$ cat config.mk
export PLATFORM = sky130hd
export DESIGN_NAME = lock_attempt_governor
export DESIGN_NICKNAME = d
export VERILOG_FILES = /design/src/rtl/lock_attempt_governor.sv
export SDC_FILE = /design/constraint.sdc
export NUM_CORES = 1
export LEC_CHECK = 0
export BUFFER_PORTS_ARGS = -buffer_cell sky130_fd_sc_hd__buf_2
export CORE_MARGIN = 2
export CORE_UTILIZATION = 38
export CTS_CLUSTER_SIZE = 20
export DETAILED_ROUTE_END_ITERATION = 7
export HOLD_SLACK_MARGIN = 0.06
export PLACE_DENSITY = 0.65
export SETUP_SLACK_MARGIN = 0.02
export SLEW_MARGIN = 40
export SYNTH_ARGS = -nofsm -noshare
export SYNTH_HDL_FRONTEND = slang
export SYNTH_SLANG_ARGS = --single-unit
$ cat constraint.sdc
create_clock -name clock -period 2.6 [get_ports clock]
set_input_delay 0.52 -clock clock [delete_from_list [all_inputs] [get_ports clock]]
set_output_delay 0.52 -clock clock [all_outputs]
set_load 0.005 [all_outputs]
$ cat src/rtl/lock_attempt_governor.sv
// Purpose: brute-force guard between the keypad and the lock; blocks keys for a doubling penalty after repeated failures.
// Latency: key_out follows key_in with one cycle of register delay; status outputs are registered.
// Backpressure: none; keys presented while blocked are dropped, and a key held through a lockout must be released first.
module lock_attempt_governor #(
    parameter longint unsigned CLOCK_FREQ   = 50000000,
    parameter longint unsigned LOCKOUT_BASE = 30 * CLOCK_FREQ,
    parameter int              MAX_FAILS    = 3,
    parameter int              MAX_LEVEL    = 3,
    parameter int              KEY_WIDTH    = 4,
    parameter int              FAIL_WIDTH   = $clog2(MAX_FAILS + 1),
    parameter int              LEVEL_WIDTH  = $clog2(MAX_LEVEL + 1),
    parameter int              CNT_WIDTH    = $clog2((LOCKOUT_BASE << MAX_LEVEL) + 1)
) (
    input  logic                   clock,
    input  logic                   reset,
    input  logic [KEY_WIDTH-1:0]   key_in,
    input  logic                   locked,
    input  logic                   error,
    output logic [KEY_WIDTH-1:0]   key_out,
    output logic                   lockout,
    output logic [FAIL_WIDTH-1:0]  fail_count,
    output logic [LEVEL_WIDTH-1:0] penalty_level
);

    typedef enum logic [1:0] {
        ARMED   = 2'd0,
        LOCKOUT = 2'd1,
        RELEASE = 2'd2
    } state_t;

    localparam logic [FAIL_WIDTH-1:0]  FAIL_LAST = FAIL_WIDTH'(MAX_FAILS - 1);
    localparam logic [LEVEL_WIDTH-1:0] LEVEL_TOP = LEVEL_WIDTH'(MAX_LEVEL);
    localparam logic [KEY_WIDTH-1:0]   NO_KEY    = '0;

    state_t               state;
    logic [CNT_WIDTH-1:0] counter;
    logic                 error_d;
    logic                 locked_d;
    logic                 fail_evt;
    logic                 ok_evt;

    // A held error counts once; any change of the lock state is a successful entry.
    assign fail_evt = error & ~error_d;
    assign ok_evt   = locked ^ locked_d;

    // Edge-detect registers track their inputs in every state, so nothing is
    // mistaken for a fresh edge when the governor re-arms.
    always_ff @(posedge clock or posedge reset) begin
        if (reset) begin
            error_d  <= 1'b0;
            locked_d <= 1'b0;
        end else begin
            error_d  <= error;
            locked_d <= locked;
        end
    end

    // Governor FSM: failure counting, penalty timing and key gating.
    always_ff @(posedge clock or posedge reset) begin
        if (reset) begin
            state         <= ARMED;
            counter       <= '0;
            key_out       <= NO_KEY;
            lockout       <= 1'b0;
            fail_count    <= '0;
            penalty_level <= '0;
        end else begin
            case (state)
                ARMED: begin
                    if (ok_evt) begin
                        // A success wins over a coincident failure edge.
                        fail_count    <= '0;
                        penalty_level <= '0;
                        key_out       <= key_in;
                    end else if (fail_evt && (fail_count == FAIL_LAST)) begin
                        state      <= LOCKOUT;
                        counter    <= CNT_WIDTH'(LOCKOUT_BASE << penalty_level);
                        fail_count <= '0;
                        if (penalty_level != LEVEL_TOP) begin
                            penalty_level <= penalty_level + 1'b1;
                        end
                        lockout    <= 1'b1;
                        key_out    <= NO_KEY;
                    end else begin
                        if (fail_evt) begin
                            fail_count <= fail_count + 1'b1;
                        end
                        key_out <= key_in;
                    end
                end
                LOCKOUT: begin
                    // Lock results are ignored while the penalty runs.
                    key_out <= NO_KEY;
                    if (counter <= 1) begin
                        counter <= '0;
                        lockout <= 1'b0;
                        state   <= RELEASE;
                    end else begin
                        counter <= counter - 1'b1;
                    end
                end
                RELEASE: begin
                    // Wait for an idle keypad so a key held through the
                    // penalty is not delivered as a new press.
                    key_out <= NO_KEY;
                    if (ok_evt) begin
                        fail_count    <= '0;
                        penalty_level <= '0;
                    end
                    if (key_in == NO_KEY) begin
                        state <= ARMED;
                    end
                end
                default: begin
                    state   <= ARMED;
                    counter <= '0;
                    key_out <= NO_KEY;
                    lockout <= 1'b0;
                end
            endcase
        end
    end

endmodule

==> results.cfg <==
[clocking]
cts_root_buf = clkbuf_8
cts-buffers-inserted = 5
cts_max_path_buffers = 2
clkLatencyLatePin_ps = 310
cts_num_sinks = 47
cts_tree = done
htree_levels = 2
clk_pin_slew_ps = 100

[run]
max-cap-violations = 0

[global_route]
met3_usage = 0.0354
grt_pass1_vias = 2396
grt-busiest-layer = met2
grt_max_degree = 29
grt_util_met1 = 0.295
gr-total-overflow = 0
grt_pass1_wl_mm = 12.2
grtUsageTotal = 0.203
gr-usage-met2 = 0.305
antenna_found_initial = 0

[critical_path]
crit_cells = 7
max_stage_delay_ps = 560
critPathKind = register to register
worstRegToRegCells = 7
r2r_slack_ps = 70
worst_setup_path_end_kind = register
startpoint_type = register
cpMostUsedCell = buf_4
worstPathMaxFanout = 12
path_buf_inv = 2
cpLargestDelayFamily = simple AND/OR/NAND/NOR gates
crit_chain = or3_4 -> or4b_4 -> o41ai_4 -> buf_4 -> buf_4 -> o21ai_0 -> a22o_1
cp.required_ps = 2810
worstPathArrival_ps = 2740
crit_slowest_cell = or4b_4

[floorplan]
die_h_microns = 88.6
start_util = 0.396
die_w_microns = 88.6
io-pin-count = 17
die-area_sq_mm = 0.00785
std_cell_rows = 30
core_sq_mm = 0.00687

[timing]
slew_headroom = 0.680
period_minus_slack_ps = 2530
clock_skew_ps = 17.6
finalMaxSlewViolations = 0
setup_violations = 0
period_share = 0.971
worstMarginPinSlew_ps = 475
fin_ws_ps = 74.3
fin_setup_tns_ps = 0
rsz0062_at_grt = true
hold_viol_final = 0
fmax_mhz = 396

[yosys]
synth_seq_area_share = 0.433
synthTopCellsByArea = dfrtp_1 (43%), o21ai_0 (5.7%), nand2_1 (5.7%)
syn-cell-area_sq_mm = 0.00272
synth_cells = 308
synth_ff_type = dfrtp_1
yosysWarnings = 0
syn-num-nets = 323
ys_seq_elements = 47
synth_area_leader_cell = dfrtp_1
syn_avg_cell_area_sq_um = 8.83
synthDistinctLibCells = 51
synth-edff-count = 0
synth.top_cell.area_share = 0.433
async_reset_ff_frac = 1.00

[layout]
fill_cells = 672
seq_area_sq_mm = 0.00118
syn2layout_area_growth_pct = 22.2
stdcell_count = 449
drive_gt1_frac = 0.235
final_util = 0.484
final_common_cell = dfrtp_1
multi_input_area_sq_mm = 0.00150
n_antenna_cell = 0
final_cell_mix = dfrtp_1 (46), nand2_1 (41), buf_4 (35)
nets = 367

[routing]
routed_wirelength_mm = 7.40
vias_per_cell = 5.69
routedWlPerCell_microns = 16.5
firstDrtPassIters = 5
drc = 0
antenna_left = 0
via_count = 2553
drt_iter0_drc = 190

[power]
sw_frac_of_total = 0.355
cellLeakagePower_nw = 1.34
seq_power_share = 0.467
pwr-share-clk = 0.225
power_density_mw_per_mm2 = 746
power.total_mw = 2.48
internal_power_mw = 1.60
ir_drop_uv = 474
p_sw_mw = 0.880
p_comb_frac = 0.308

[placed_design]
gp_congestion = 0.873
port_buffers = 16
hpwl_mm = 5.32
pre_cts_slack_ps = 82.0
dp_cells = 438

[hold_path]
hold_path_class = primary input to async pin

[outcome]
status = complete, no violations
[area by class of cell]
type	count	area share
flip-flops and latches	47	0.354
inverters	7	0.00791
clock buffers	5	0.0207
multi-input cells	238	0.450
clock inverters	3	0.0139
well taps	96	0.0361
repair buffers	53	0.117
[flip-flops by register name, summed over array words and instances, names as in the netlist]
name	count
lockout	1
penalty_level	2
error_d	1
fail_count	2
counter	34
key_out	4
locked_d	1
state	2
[metal layers]
| layer | share of wire | vias up |
|---|---|---|
| li1 | - | 1229 |
| met1 | 0.46 | 1220 |
| met2 | 0.46 | 93 |
| met3 | 0.059 | 11 |
| met4 | 0.015 | 0 |
| met5 | 0 | - |
[repair_timing]
item,in CTS,in global routing
hold buffers,0,0
endpoints found under the setup margin,0,11
setup buffers,0,2
gates resized for setup,0,12
hold endpoints to repair,0,0
[power groups by stage]
| stage | combinational, mW | clock [mW] | sequential (mW) |
|---|---|---|---|
| floorplan | 0.417 | 0 | 1.14 |
| global placement | 0.698 | 0 | 1.16 |
| detailed placement | 0.713 | 0 | 1.16 |
| CTS | 0.715 | 0.576 | 1.15 |
| global route | 0.851 | 0.612 | 1.19 |
| finish | 0.763 | 0.558 | 1.16 |
[cell usage after synthesis, types with 2 or more instances]
| cell type | count |
|---|---|
| a21oi_1 | 12 |
| a22o_1 | 2 |
| a22oi_1 | 2 |
| a31oi_1 | 5 |
| and2_1 | 4 |
| buf_2 | 4 |
| buf_6 | 2 |
| clkbuf_1 | 10 |
| dfrtp_1 | 47 |
| ha_1 | 7 |
| inv_1 | 7 |
| mux2i_1 | 4 |
| nand2_1 | 41 |
| nand2b_1 | 5 |
| nand3_1 | 7 |
| nand3b_1 | 2 |
| nand4_1 | 2 |
| nor2_1 | 25 |
| nor3_1 | 19 |
| nor4_1 | 12 |
| nor4_2 | 2 |
| o211ai_1 | 7 |
| o21a_1 | 2 |
| o21ai_0 | 31 |
| o21bai_1 | 3 |
| o221ai_1 | 3 |
| o22ai_1 | 3 |
| o311ai_0 | 2 |
| o41ai_1 | 2 |
| or3_1 | 5 |
| or4_1 | 5 |
| or4_2 | 3 |
| or4_4 | 2 |
| xnor2_1 | 2 |
[worst paths after layout]
check / start / endpoint
hold reg to reg: counter[29]$_DFFE_PP0P_ / counter[29]$_DFFE_PP0P_
min in group clock: error / error_d$_DFF_PP0_
hold / removal: reset / key_out[3]$_DFF_PP0_
max in group asynchronous: reset / counter[25]$_DFFE_PP0P_
setup / recovery: counter[31]$_DFFE_PP0P_ / counter[18]$_DFFE_PP0P_
setup reg to reg: counter[31]$_DFFE_PP0P_ / counter[18]$_DFFE_PP0P_
[per-stage QoR]
step	hold WS, ps	instance area [sq um]
2_1_floorplan	462	2720
3_3_place_gp	484	3120
3_5_place_dp	491	3120
4_1_cts	145	3240
5_1_grt	161	3320
6_report	148	3320
[logic make-up after synthesis]
group | share of synthesized area
AOI/OAI and AO/OA | 0.192
xor gates and xnor gates | 0.00967
adders and majority gates | 0.0322
buffers and inverters | 0.0391
DFF | 0.433
muxes | 0.0147
and+or+nand+nor | 0.279
No activity file was read; power rests on OpenSTA's default activity.
